$ cat src/rtl/fetch_out_queue.sv
// ---------------------------------------------------------------------------
// fetch_out_queue
//   Instruction queue between fetch and decode. It is a circular buffer of
//   DEPTH entries, and each entry holds {pc, inst, pred}. Fetch pushes at the
//   rear and decode pops at the front. The head entry is presented on out_*.
//
//   Optional feature, enabled by defining the macro FOQ_BYPASS_EN:
//     When the queue is empty, a pushed instruction is shown on out_* in the
//     same cycle. If decode accepts it in that cycle, it never gets written.
//   In the default build (macro undefined) there is no combinational path
//   from push_* to out_*. A push becomes visible one cycle later.
//
// Ports
//   clk_in      : clock, all state updates on the rising edge
//   rst_in      : asynchronous active-low reset (clears pointers and storage)
//   rdy_in      : global ready; when low, all state freezes and flush is ignored
//   flush       : mispredict; clears the queue and drops same-cycle push/pop
//   push_valid  : fetch offers an instruction
//   push_inst   : instruction word (16-bit forms arrive zero-extended)
//   push_pc     : instruction address
//   push_pred   : predictor need_branch bit
//   foq_full    : queue holds DEPTH entries; fetch and predictor stall
//   pop_ready   : decoder accepts the head this cycle
//   out_valid   : head entry valid
//   out_inst    : head instruction (0 when not valid)
//   out_pc      : head address (0 when not valid)
//   out_pred    : head prediction bit (0 when not valid)
// ---------------------------------------------------------------------------
module fetch_out_queue #(
  parameter int DEPTH   = 8,
  parameter int DEPTH_W = 3
) (
  input  logic        clk_in,
  input  logic        rst_in,
  input  logic        rdy_in,
  input  logic        flush,
  input  logic        push_valid,
  input  logic [31:0] push_inst,
  input  logic [31:0] push_pc,
  input  logic        push_pred,
  output logic        foq_full,
  input  logic        pop_ready,
  output logic        out_valid,
  output logic [31:0] out_inst,
  output logic [31:0] out_pc,
  output logic        out_pred
);

  typedef struct packed {
    logic        pred;
    logic [31:0] pc;
    logic [31:0] inst;
  } foq_ent_t;

  localparam logic [DEPTH_W-1:0] PTR_ONE  = DEPTH_W'(1);
  localparam logic [DEPTH_W:0]   CNT_ONE  = (DEPTH_W+1)'(1);
  localparam logic [DEPTH_W:0]   CNT_FULL = (DEPTH_W+1)'(DEPTH);

  foq_ent_t [DEPTH-1:0] r_mem;
  logic [DEPTH_W-1:0]   r_front;
  logic [DEPTH_W-1:0]   r_rear;
  logic [DEPTH_W:0]     r_count;

  logic     w_empty;
  logic     w_byp;       // bypass candidate: empty queue, live push
  logic     w_byp_take;  // bypass consumed directly by decode
  logic     w_push;
  logic     w_pop;
  foq_ent_t w_head;
  foq_ent_t w_in;

  assign w_empty  = (r_count == '0);
  assign foq_full = (r_count == CNT_FULL);
  assign w_head   = r_mem[r_front];
  assign w_in     = '{pred: push_pred, pc: push_pc, inst: push_inst};

`ifdef FOQ_BYPASS_EN
  // rst_in is included so that a push offered during reset is not visible.
  assign w_byp = rst_in && rdy_in && w_empty && push_valid && !flush;
`else
  assign w_byp = 1'b0;
`endif
  assign w_byp_take = w_byp && pop_ready;

  // A bypassed instruction that decode accepts in the same cycle is consumed
  // without being written. Full blocks a push even when a pop happens in the
  // same cycle.
  assign w_push = rdy_in && push_valid && !foq_full && !flush && !w_byp_take;
  // A pop only retires stored entries. A bypass hit is not a queue pop.
  assign w_pop  = rdy_in && !w_empty && pop_ready && !flush;

  always_comb begin
    out_valid = 1'b0;
    out_inst  = '0;
    out_pc    = '0;
    out_pred  = 1'b0;
    if (rdy_in && !w_empty) begin
      out_valid = 1'b1;
      out_inst  = w_head.inst;
      out_pc    = w_head.pc;
      out_pred  = w_head.pred;
    end else if (w_byp) begin
      out_valid = 1'b1;
      out_inst  = push_inst;
      out_pc    = push_pc;
      out_pred  = push_pred;
    end
  end

  always_ff @(posedge clk_in or negedge rst_in) begin
    if (!rst_in) begin
      r_mem   <= '0;
      r_front <= '0;
      r_rear  <= '0;
      r_count <= '0;
    end else if (rdy_in) begin
      if (flush) begin
        // Storage contents are left in place. Once the pointers are reset,
        // the old entries can no longer be reached.
        r_front <= '0;
        r_rear  <= '0;
        r_count <= '0;
      end else begin
        if (w_push) begin
          r_mem[r_rear] <= w_in;
          r_rear        <= r_rear + PTR_ONE;
        end
        if (w_pop) r_front <= r_front + PTR_ONE;
        case ({w_push, w_pop})
          2'b10:   r_count <= r_count + CNT_ONE;
          2'b01:   r_count <= r_count - CNT_ONE;
          default: r_count <= r_count;
        endcase
      end
    end
  end

endmodule

$ cat config.mk
export PLATFORM = sky130hd
export DESIGN_NAME = fetch_out_queue
export DESIGN_NICKNAME = d
export VERILOG_FILES = /design/src/rtl/fetch_out_queue.sv
export SDC_FILE = /design/constraint.sdc
export NUM_CORES = 1
export LEC_CHECK = 0
export BUFFER_PORTS_ARGS = -buffer_cell sky130_fd_sc_hd__buf_2
export CAP_MARGIN = 20
export CORE_ASPECT_RATIO = 1.2
export CORE_UTILIZATION = 60
export DETAILED_ROUTE_END_ITERATION = 12
export PLACE_DENSITY = 0.79
export SLEW_MARGIN = 20
export SYNTH_ARGS = -nofsm -noshare
export SYNTH_HDL_FRONTEND = slang
export SYNTH_SLANG_ARGS = --single-unit
export TNS_END_PERCENT = 30
$ cat constraint.sdc
create_clock -name clk_in -period 3.7 [get_ports clk_in]
set_input_delay 0.185 -clock clk_in [delete_from_list [all_inputs] [get_ports clk_in]]
set_output_delay 0.185 -clock clk_in [all_outputs]
set_load 0.01 [all_outputs]
==> metrics.md, run 1 <==
| Metric | Value |
|---|---|
| Status | `complete, no violations` |
| Largest net degree at the start of global routing | `107` |
| Final Cell Area | `27900 um^2` |
| CTS tree | `built` |
| Layout area overhead | `15.5%` |
| Critical-path top delay cell | `dfrtp_4` |
| Initial Util | `60.9%` |
| RD Place Congestion | `0.773` |
| CTS Sinks | `530` |
| Syn nets | `1635` |
| Input/output buffers | `137` |
| Number of nets in the layout | `1823` |
| Number of max-cap violations | `0` |
| Global-route usage over all layers | `27.0%` |
| Die X | `185 um` |
| Die area | `41200 um^2` |
| Standard-cell row count | `80` |
| Final Util | `70.3%` |
| WP data required | `3.51 ns` |
| Crit path kind | `reg2out` |
| Antenna violations before repair | `2` |
| Die Ht | `222 um` |
| Placed cells | `2158` |
| Post-place instance area | `25500 um^2` |
| Final worst path period share | `78.7%` |
| Setup WS pre-CTS | `0.885 ns` |
| Iteration-0 DRC Markers | `837` |
| Non-Filler Instances | `2324` |
| Worst path max stage delay | `0.90 ns` |
| Post-synth EDFFs | `0` |
| Setup TNS | `0 ns` |
| Synth Instances | `1560` |
| Synth warn | `0` |
| Setup violators final | `0` |
| Flop and latch count out of synthesis | `530` |
| Core area | `39700 um^2` |
| Global-route wire length before repair | `86100 um` |
| Max-slew headroom | `41.3%` |
| Clk buf depth | `3` |
| Startpoint Class | `register` |
| Most frequent cells in the layout | `dfrtp_1 (527), mux2_2 (472), buf_2 (136)` |
| Most common cell after layout, fill and taps aside | `dfrtp_1` |
| # resized after CTS | `0` |
| FMAX | `0.343 GHz` |
| HP Class | `in2reg` |
| Sw Share | `28.0%` |
| Hold_buf cts | `68` |
| Skew-Pair Late Insertion Delay | `0.57 ns` |
| Crit-path max FO | `33` |
| ANT nets after route | `0` |
| Share of layout cells above drive strength 1 | `52.2%` |
| Switch Pwr | `5.54 mW` |
| Crit-path cells | `buf_12 -> mux4_2 -> nand2_1 -> a21oi_1 -> buf_2` |
| Final Hold Fails | `0` |
| Comb pwr share | `28.0%` |
| Setup ws final | `0.787 ns` |
| Fillers | `2652` |
| Power share of the sequential group | `44.7%` |
| Sequential-to-total area share from yosys stat | `54.8%` |
| DRC | `0` |
| Clk slew on worst S/H paths | `0.06 ns` |
| Final min period | `2.91 ns` |
| Internal | `14.3 mW` |
| Avg Inst Size Synth | `15.5 um^2` |
| Main synth FF type | `dfrtp_1` |
| Io pins | `138` |
| RSZ-0062 raised after global routing | `false` |
| Via count | `14.2k` |
| Buf/Inv on CP | `2` |
| Delay-heaviest family, CP | `flip-flops` |
| Via density | `6.09` |
| Clk_skew | `0.0116 ns` |
| Clock root cell | `clkbuf_16` |
| Cts bufs inserted | `53` |
| WL/cell | `22.7 um` |
| Max Slew Vio Count | `0` |
| Pwr Total | `19.8 mW` |
| CTS HTree Levels | `2` |
| VDD IR max | `478 uV` |
| WL final | `52800 um` |
| Hpwl dp | `30300 um` |
| Async SR Flop Fraction | `100%` |
| Number of global-route vias before repair | `15.5k` |
| Gr ovfl total | `0` |
| Synth cell types | `37` |
| Power Density | `709 nW/um^2` |
| Clock power share | `27.3%` |
| Leak | `13.1 nW` |
| Critical Path Sink Type | `output pin` |
| Worst hold margin | `0.0997 ns` |
| First drt pass iteration count | `6` |
| WP data arrival | `2.73 ns` |
| Pin slew with the least headroom to its limit | `0.881 ns` |
| Cell area after synthesis | `24200 um^2` |
| Setup Buffers After CTS | `0` |
==> cells by family after synthesis <==
kind of cell | Yosys count | synth area share (%)
multiplexers | 652 | 37.2
flip-flops | 530 | 54.8
AND/OR/NAND/NOR | 160 | 2.77
buffers and inverters | 120 | 2.85
AO/OA/AOI/OAI | 89 | 2.04
XOR/XNOR | 5 | 0.181
adder cells (fa/ha/maj) | 4 | 0.207
==> power by group through the flow <==
| stage | sequential (mW) | clock [mW] | combinational [mW] |
|---|---|---|---|
| 6_report | 8.84 | 5.41 | 5.55 |
| 5_1_grt | 9.06 | 5.75 | 6.00 |
| 2_1_floorplan | 8.37 | 0 | 4.44 |
| 3_3_place_gp | 8.75 | 0 | 5.33 |
| 3_5_place_dp | 8.89 | 0 | 5.53 |
| 4_1_cts | 8.82 | 5.52 | 5.62 |
==> cells in the mapped netlist, types with 5 or more instances <==
library cell,count,share of area (%)
a21oi_1,70,1.4
buf_2,39,0.81
nor2_1,5,0.078
nand2_1,133,2.1
o22ai_1,5,0.13
buf_12,6,0.50
buf_4,21,0.65
clkbuf_1,37,0.57
mux2_2,472,22
buf_1,7,0.11
mux2_4,50,3.1
inv_1,8,0.12
dfrtp_1,530,55
mux4_2,130,12
==> worst min-delay path: cells and delay by family <==
family / cells / cell delay, ns
AOI/OAI and AO/OA: 3 / 0.30
buffers and inverters: 1 / 0.13
==> layout make-up <==
class / count / area [um^2] / share of cell area [%]
clock inverters: 16 / 140 / 0.501
repair buffers: 245 / 1890 / 6.76
flip-flops and latches: 530 / 13300 / 47.5
well taps: 533 / 667 / 2.39
inverters: 8 / 30.0 / 0.107
diodes: 2 / 5.00 / 0.0179
clock buffers: 80 / 1640 / 5.87
multi-input cells: 910 / 10300 / 36.9
==> routing by layer <==
metal	up-vias	track usage (%)	routed length, um
li1	6128	-	-
met1	7617	38.4	23300
met2	324	43.9	26100
met3	87	3.98	2200
met4	0	7.44	1150
met5	-	0	0
==> state kept, by name, indices dropped and copies added (netlist names) <==
| signal | cells |
|---|---|
| r_mem | 520 |
| r_count | 4 |
| r_front | 3 |
| r_rear | 3 |
==> worst paths after layout <==
| check | start | endpoint | slack, ns | cells past startpoint |
|---|---|---|---|---|
| worst min register to register | r_mem[145]$_DFFE_PN0P_ | r_mem[145]$_DFFE_PN0P_ | 0.50 | 1 |
| max in group asynchronous | rst_in | r_mem[407]$_DFFE_PN0P_ | 2.30 | 3 |
| worst max register to register | r_count[1]$_DFFE_PN0P_ | r_count[3]$_DFFE_PN0P_ | 0.84 | 8 |
| min in group asynchronous | rst_in | r_mem[298]$_DFFE_PN0P_ | 0.30 | 2 |
| worst max-delay path | r_front[0]$_DFFE_PN0P_ | out_inst[3] | 0.79 | 5 |
| worst min-delay path | pop_ready | r_front[0]$_DFFE_PN0P_ | 0.1 | 4 |
Note: power is estimated with default switching activity, not from simulation.
==> run 2, diff against run 1 <==
--- a/config.mk
+++ b/config.mk
@@ -8,9 +8,9 @@
 export BUFFER_PORTS_ARGS = -buffer_cell sky130_fd_sc_hd__buf_2
 export CAP_MARGIN = 20
 export CORE_ASPECT_RATIO = 1.2
-export CORE_UTILIZATION = 60
+export CORE_UTILIZATION = 55
 export DETAILED_ROUTE_END_ITERATION = 12
-export PLACE_DENSITY = 0.79
+export PLACE_DENSITY = 0.76
 export SLEW_MARGIN = 20
 export SYNTH_ARGS = -nofsm -noshare
 export SYNTH_HDL_FRONTEND = slang
==> constraint.sdc (replaced) <==
create_clock -name clk_in -period 2.6 [get_ports clk_in]
set_input_delay 0.13 -clock clk_in [delete_from_list [all_inputs] [get_ports clk_in]]
set_output_delay 0.13 -clock clk_in [all_outputs]
set_load 0.01 [all_outputs]
==> metrics.md, run 2 (synthesis results as in run 1) <==
| Metric | Value |
|---|---|
| Status | `finished, violations left (was complete, no violations)` |
| Failing checks | `DRC` |
| Standard-cell row count | `83 (was 80)` |
| CTS tree | `built (unchanged)` |
| Worst path max stage delay | `0.59 ns (was 0.90 ns)` |
| Sw Share | `28.1% (was 28.0%)` |
| Buf/Inv on CP | `0 (was 2)` |
| Max Slew Vio Count | `0 (unchanged)` |
| Skew-Pair Late Insertion Delay | `0.57 ns (about the same)` |
| Clock root cell | `clkbuf_16 (unchanged)` |
| Internal | `20.2 mW (was 14.3 mW)` |
| Pwr Total | `28.2 mW (was 19.8 mW)` |
| WP data required | `3.10 ns (was 3.51 ns)` |
| Input/output buffers | `137 (unchanged)` |
| Worst hold margin | `0.110 ns (was 0.0997 ns)` |
| HP Class | `in2reg (unchanged)` |
| Metal-1 WL | `23900 um (was 23300 um)` |
| RR Endpoint | `r_count[3]$_DFFE_PN0P_ (unchanged)` |
| Setup WS pre-CTS | `0.0703 ns (was 0.885 ns)` |
| VDD IR max | `620 uV (was 478 uV)` |
| CTS HTree Levels | `2 (unchanged)` |
| ANT nets after route | `0 (unchanged)` |
| Worst min-delay path startpoint | `pop_ready (unchanged)` |
| Global-route wire length before repair | `86900 um (was 86100 um)` |
| Worst R2R Setup Slack | `0.05 ns (was 0.84 ns)` |
| Final min period | `2.55 ns` |
| Gr ovfl total | `0 (unchanged)` |
| R2r worst-path depth | `8 (unchanged)` |
| Setup ws final | `0.0504 ns (was 0.787 ns)` |
| Worst reg2reg startpoint | `r_count[2]$_DFFE_PN0P_ (was r_count[1]$_DFFE_PN0P_)` |
| First drt pass iteration count | `11 (was 6)` |
| DRC | `10 (was 0)` |
| Cts bufs inserted | `51 (was 53)` |
| Crit-path max FO | `5 (was 33)` |
| Iteration-0 DRC Markers | `744 (was 837)` |
| Hpwl dp | `30900 um (was 30300 um)` |
| Comb pwr share | `30.1% (was 28.0%)` |
| FMAX | `0.392 GHz` |
| Largest net degree at the start of global routing | `77 (was 107)` |
| Final Hold Fails | `0 (unchanged)` |
| Critical-path top delay cell | `or4b_4 (was dfrtp_4)` |
| Number of max-cap violations | `0 (unchanged)` |
| Crit path kind | `reg2reg (was reg2out)` |
| RD Place Congestion | `0.750 (was 0.773)` |
| Met3 wire length | `2190 um (was 2200 um)` |
| Pin slew with the least headroom to its limit | `0.623 ns (was 0.881 ns)` |
| Io pins | `138 (unchanged)` |
| Die Ht | `232 um (was 222 um)` |
| WHS Path Cells | `5 (was 4)` |
| Fillers | `3004 (was 2652)` |
| Die area | `44900 um^2 (was 41200 um^2)` |
| Number of global-route vias before repair | `15.4k (was 15.5k)` |
| WP data arrival | `3.05 ns (was 2.73 ns)` |
| Layout area overhead | `17.1% (was 15.5%)` |
| RSZ-0062 raised after global routing | `true (was false)` |
| Power share of the sequential group | `44.0% (was 44.7%)` |
| Delay-heaviest family, CP | `simple AND/OR/NAND/NOR gates (was flip-flops)` |
| Clk_skew | `0.0137 ns (was 0.0116 ns)` |
| Critical Path Sink Type | `register (was output pin)` |
| Number of nets in the layout | `1842 (was 1823)` |
| Initial Util | `56.2% (was 60.9%)` |
| CTS Sinks | `530 (unchanged)` |
| Core area | `43100 um^2 (was 39700 um^2)` |
| Biggest regs | `r_mem: 520 flops, r_count: 4 flops (unchanged)` |
| Via density | `6.01 (was 6.09)` |
| Setup violators final | `0 (unchanged)` |
| Clk slew on worst S/H paths | `0.06 ns (about the same)` |
| WL final | `53800 um (was 52800 um)` |
| Leak | `13.2 nW (was 13.1 nW)` |
| Startpoint Class | `register (unchanged)` |
| Crit-path cells | `or4b_4 -> a311oi_4 -> ha_1 -> o21ai_0 -> nand2b_1 -> mux2_2 -> or4_1 -> nand3_1 (was buf_12 -> mux4_2 -> nand2_1 -> a21oi_1 -> buf_2)` |
| Die X | `194 um (was 185 um)` |
| Met2 Routed Length | `26800 um (was 26100 um)` |
| Global-route usage over all layers | `24.7% (was 27.0%)` |
| Uppermost routed layer | `met5 (was met4)` |
| Via count | `14.2k (about the same)` |
| Switch Pwr | `7.91 mW (was 5.54 mW)` |
| Max-slew headroom | `58.4% (was 41.3%)` |
| Power Density | `994 nW/um^2 (was 709 nW/um^2)` |
| Clk buf depth | `3 (unchanged)` |
| WL/cell | `22.8 um (was 22.7 um)` |
| Most common cell after layout, fill and taps aside | `dfrtp_1 (unchanged)` |
| Reg with most FFs | `r_mem (unchanged)` |
| Hold EP | `r_front[0]$_DFFE_PN0P_ (unchanged)` |
| Most frequent cells in the layout | `dfrtp_1 (527), mux2_2 (472), buf_2 (136) (unchanged)` |
| Final worst path period share | `98.1%` |
| Antenna violations before repair | `2 (unchanged)` |
| Share of layout cells above drive strength 1 | `52.6% (was 52.2%)` |
| Clock power share | `26.0% (was 27.3%)` |
| Max reg flops | `520 (unchanged)` |
==> run 2: final cells by class <==
type / count / area [um^2] / share of cell area, %
well taps: 552 / 691 / 2.44
clock buffers: 75 / 1530 / 5.39
inverters: 8 / 30.0 / 0.106
flip-flops and latches: 530 / 13300 / 46.8
diodes: 1 / 2.50 / 0.00883
repair buffers: 266 / 2350 / 8.28
clock inverters: 17 / 141 / 0.499
multi-input cells: 910 / 10300 / 36.5
==> run 2: worst max path at each step <==
stage,from,to,cells past startpoint
floorplan,r_count[1]$_DFFE_PN0P_,r_count[3]$_DFFE_PN0P_,9
global placement,r_count[2]$_DFFE_PN0P_,r_count[3]$_DFFE_PN0P_,8
detailed placement,r_count[3]$_DFFE_PN0P_,r_count[3]$_DFFE_PN0P_,10
CTS,r_front[0]$_DFFE_PN0P_,out_inst[0],6
global route,r_count[2]$_DFFE_PN0P_,r_count[3]$_DFFE_PN0P_,8
finish,r_count[2]$_DFFE_PN0P_,r_count[3]$_DFFE_PN0P_,8
==> run 2: per-stage QoR <==
step	setup TNS, ns	std cells	utilization (%)	cell area, um^2
floorplan	0	1560	-	24200
global placement	0	2195	60.2	25900
detailed placement	0	2195	60.2	25900
CTS	0	2356	65.7	28300
global route	-0.0433	2359	65.8	28300
finish	0	2359	65.8	28300
==> run 2: power by group through the flow <==
stage / sequential [mW] / combinational [mW] / clock, mW
after detailed placement: 12.5 / 8.34 / 0
after global placement: 12.2 / 8.09 / 0
final: 12.4 / 8.47 / 7.31
after global routing: 12.7 / 9.15 / 7.80
after floorplan: 11.9 / 6.32 / 0
after CTS: 12.3 / 8.50 / 7.49
==> run 2: tightest hold or removal path, delay by kind of cell <==
kind	cells	cell delay, ns
buffers and inverters	2	0.26
AO/OA/AOI/OAI	3	0.23
==> run 2: metal layers <==
| layer | global-route usage [%] | vias to the layer above |
|---|---|---|
| met3 | 3.51 | 68 |
| met2 | 40.9 | 270 |
| met1 | 34.8 | 7673 |
| li1 | - | 6164 |
| met4 | 6.10 | 2 |
| met5 | 0 | - |
==> run 2: repair_timing <==
| action | in CTS | in global routing |
|---|---|---|
| pin swaps | 0 | 1 |
| setup buffers | 1 | 1 |
| resized for setup | 0 | 6 |
| endpoints found under the hold margin | 584 | 0 |
| cloned | 0 | 1 |
| setup endpoints to repair | 34 | 11 |
| hold buffers | 68 | 0 |
==> run 3, diff against run 2 <==
--- a/config.mk
+++ b/config.mk
@@ -8,9 +8,9 @@
 export BUFFER_PORTS_ARGS = -buffer_cell sky130_fd_sc_hd__buf_2
 export CAP_MARGIN = 20
 export CORE_ASPECT_RATIO = 1.2
-export CORE_UTILIZATION = 55
+export CORE_UTILIZATION = 60
 export DETAILED_ROUTE_END_ITERATION = 12
-export PLACE_DENSITY = 0.76
+export PLACE_DENSITY = 0.79
 export SLEW_MARGIN = 20
 export SYNTH_ARGS = -nofsm -noshare
 export SYNTH_HDL_FRONTEND = slang
==> constraint.sdc (replaced) <==
create_clock -name clk_in -period 2.5 [get_ports clk_in]
set_input_delay 0.125 -clock clk_in [delete_from_list [all_inputs] [get_ports clk_in]]
set_output_delay 0.125 -clock clk_in [all_outputs]
set_load 0.01 [all_outputs]
==> metrics.md, run 3 (synthesis results as in run 1) <==
| Metric | Value |
|---|---|
| Crit-path max FO | `39 (was 5)` |
| Setup ws final | `-0.0158 ns (was 0.0504 ns)` |
| Initial Util | `60.9% (was 56.2%)` |
| Post-place instance area | `25900 um^2 (about the same)` |
| Power Density | `1050 nW/um^2 (was 994 nW/um^2)` |
| Most frequent cells in the layout | `dfrtp_1 (527), mux2_2 (472), buf_2 (136) (unchanged)` |
| Pwr Total | `30.0 mW (was 28.2 mW)` |
| Leak | `13.4 nW (was 13.2 nW)` |
| RSZ-0062 raised after global routing | `true (unchanged)` |
| Startpoint Class | `register (unchanged)` |
| CTS tree | `built (unchanged)` |
| Io pins | `138 (unchanged)` |
| Grt met1 use | `38.7% (was 34.8%)` |
| HP Class | `in2reg (unchanged)` |
| Max reg flops | `520 (unchanged)` |
| Skew-Pair Late Insertion Delay | `0.58 ns (was 0.57 ns)` |
| Die X | `185 um (was 194 um)` |
| WL final | `55300 um (was 53800 um)` |
| Fillers | `2504 (was 3004)` |
| Setup TNS | `-0.174 ns (was 0 ns)` |
| Pin slew with the least headroom to its limit | `0.713 ns (was 0.623 ns)` |
| Number of global-route vias before repair | `15.7k (was 15.4k)` |
| Crit path kind | `reg2reg (unchanged)` |
| WP data arrival | `2.97 ns (was 3.05 ns)` |
| Top Usage Layer GRT | `met2 (unchanged)` |
| Global-route usage over all layers | `27.9% (was 24.7%)` |
| Worst hold margin | `0.0797 ns (was 0.110 ns)` |
| Die Ht | `222 um (was 232 um)` |
| Critical Path Sink Type | `register (unchanged)` |
| Input/output buffers | `137 (unchanged)` |
| Worst reg2reg startpoint | `r_count[2]$_DFFE_PN0P_ (unchanged)` |
| Clk_skew | `0.00859 ns (was 0.0137 ns)` |
| WHS Path Cells | `5 (unchanged)` |
| Routing usage on met2 | `45.8% (was 40.9%)` |
| CTS Sinks | `530 (unchanged)` |
| Final worst path period share | `101% (was 98.1%)` |
| Largest net degree at the start of global routing | `92 (was 77)` |
| Setup violators final | `27 (was 0)` |
| Clk buf depth | `3 (unchanged)` |
| Final min period | `2.52 ns (was 2.55 ns)` |
| Via count | `14.4k (was 14.2k)` |
| Standard-cell row count | `80 (was 83)` |
| Hold EP | `r_front[0]$_DFFE_PN0P_ (unchanged)` |
| Final Cell Area | `28600 um^2 (was 28300 um^2)` |
| Gr ovfl total | `0 (unchanged)` |
| Status | `finished, violations left (unchanged)` |
| VDD IR max | `790 uV (was 620 uV)` |
| Worst min-delay path startpoint | `pop_ready (unchanged)` |
| Crit path from | `r_count[2]$_DFFE_PN0P_ (unchanged)` |
| Biggest regs | `r_mem: 520 flops, r_count: 4 flops (unchanged)` |
| RD Place Congestion | `0.818 (was 0.750)` |
| Number of max-cap violations | `0 (unchanged)` |
| Max-slew headroom | `52.4% (was 58.4%)` |
| Max Slew Vio Count | `0 (unchanged)` |
| FMAX | `0.397 GHz (was 0.392 GHz)` |
| WL/cell | `23.5 um (was 22.8 um)` |
| Routing usage on met3 | `4.47% (was 3.51%)` |
| Global-route wire length before repair | `87400 um (was 86900 um)` |
| Most common cell after layout, fill and taps aside | `dfrtp_1 (unchanged)` |
| RR Endpoint | `r_mem[249]$_DFFE_PN0P_ (was r_count[3]$_DFFE_PN0P_)` |
| R2r worst-path depth | `6 (was 8)` |
| CTS HTree Levels | `2 (unchanged)` |
| Antenna violations before repair | `4 (was 2)` |
| Reg with most FFs | `r_mem (unchanged)` |
| WP data required | `2.96 ns (was 3.10 ns)` |
| Clock root cell | `clkbuf_16 (unchanged)` |
| Number of nets in the layout | `1853 (was 1842)` |
| Share of layout cells above drive strength 1 | `53.6% (was 52.6%)` |
| Clk slew on worst S/H paths | `0.06 ns (about the same)` |
| Failing checks | `setup timing (was DRC)` |
| Core area | `39700 um^2 (was 43100 um^2)` |
| Layout area overhead | `18.2% (was 17.1%)` |
| Cts bufs inserted | `52 (was 51)` |
| Iteration-0 DRC Markers | `810 (was 744)` |
| ANT nets after route | `0 (unchanged)` |
| Via density | `6.11 (was 6.01)` |
| First drt pass iteration count | `4 (was 11)` |
| Worst R2R Setup Slack | `-0.02 ns (was 0.05 ns)` |
| Die area | `41200 um^2 (was 44900 um^2)` |
| Final Hold Fails | `0 (unchanged)` |
| Hpwl dp | `30900 um (about the same)` |
| DRC | `0 (was 10)` |
[run 3: final cells by class]
type,count,area [um^2],area share (%)
sequential,530,13300,46.4
multi-input combinational,910,10400,36.3
timing repair buffer,276,2450,8.58
clock buffer,73,1530,5.35
tap,533,667,2.33
clock inverter,21,258,0.901
inverter,8,30.0,0.105
antenna,3,7.51,0.0262
[run 3: how the worst max path moves through the flow]
stage                             end  slack [ns]  cells past startpoint
6_report       r_mem[249]$_DFFE_PN0P_       -0.02                      6
5_1_grt        r_count[3]$_DFFE_PN0P_       -0.08                      8
4_1_cts                   out_inst[8]       0.003                      5
3_5_place_dp   r_count[3]$_DFFE_PN0P_        0.03                      8
3_3_place_gp   r_count[3]$_DFFE_PN0P_        0.08                      8
2_1_floorplan  r_count[3]$_DFFE_PN0P_       -0.04                      9
[run 3: repair_timing]
item                                   in CTS  in global routing
setup endpoints to repair                  54                 95
gates cloned                                2                  1
pin swaps                                   1                  2
gates resized for setup                     6                 19
buffers inserted                            5                  2
hold buffers                               69                  0
endpoints found under the hold margin     591                  0
[run 3: metal layers]
metal	vias to the layer above	wire length [um]	share of wire [%]
met2	347	27600	50
met5	-	10	0.018
met4	2	1110	2.0
met3	85	2630	4.8
met1	7749	23900	43
li1	6195	-	-
[run 3: critical path, stage by stage (launching register included)]
cell	delay [ns]
dfrtp_1	0.40
or4b_4	0.58
buf_4	0.17
nand3_1	0.31
or4_4	0.25
buf_12	0.29
mux2_2	0.38
[run 3: through the flow]
| stage | instances | setup slack, ns | util [%] |
|---|---|---|---|
| final | 2354 | -0.0158 | 72.0 |
| after detailed placement | 2178 | 0.0312 | 65.1 |
| after CTS | 2348 | 0.00264 | 71.7 |
| after global placement | 2178 | 0.0834 | 65.1 |
| after floorplan | 1560 | -0.0353 | - |
| after global routing | 2354 | -0.0818 | 72.0 |
[run 3: report_power, final]
| group | switching [mW] | total, mW | internal [mW] |
|---|---|---|---|
| clock | 3.26 | 8.12 | 4.87 |
| sequential | 1.53 | 12.9 | 11.4 |
| combinational | 3.67 | 8.99 | 5.32 |
| total | 8.45 | 30.0 | 21.6 |
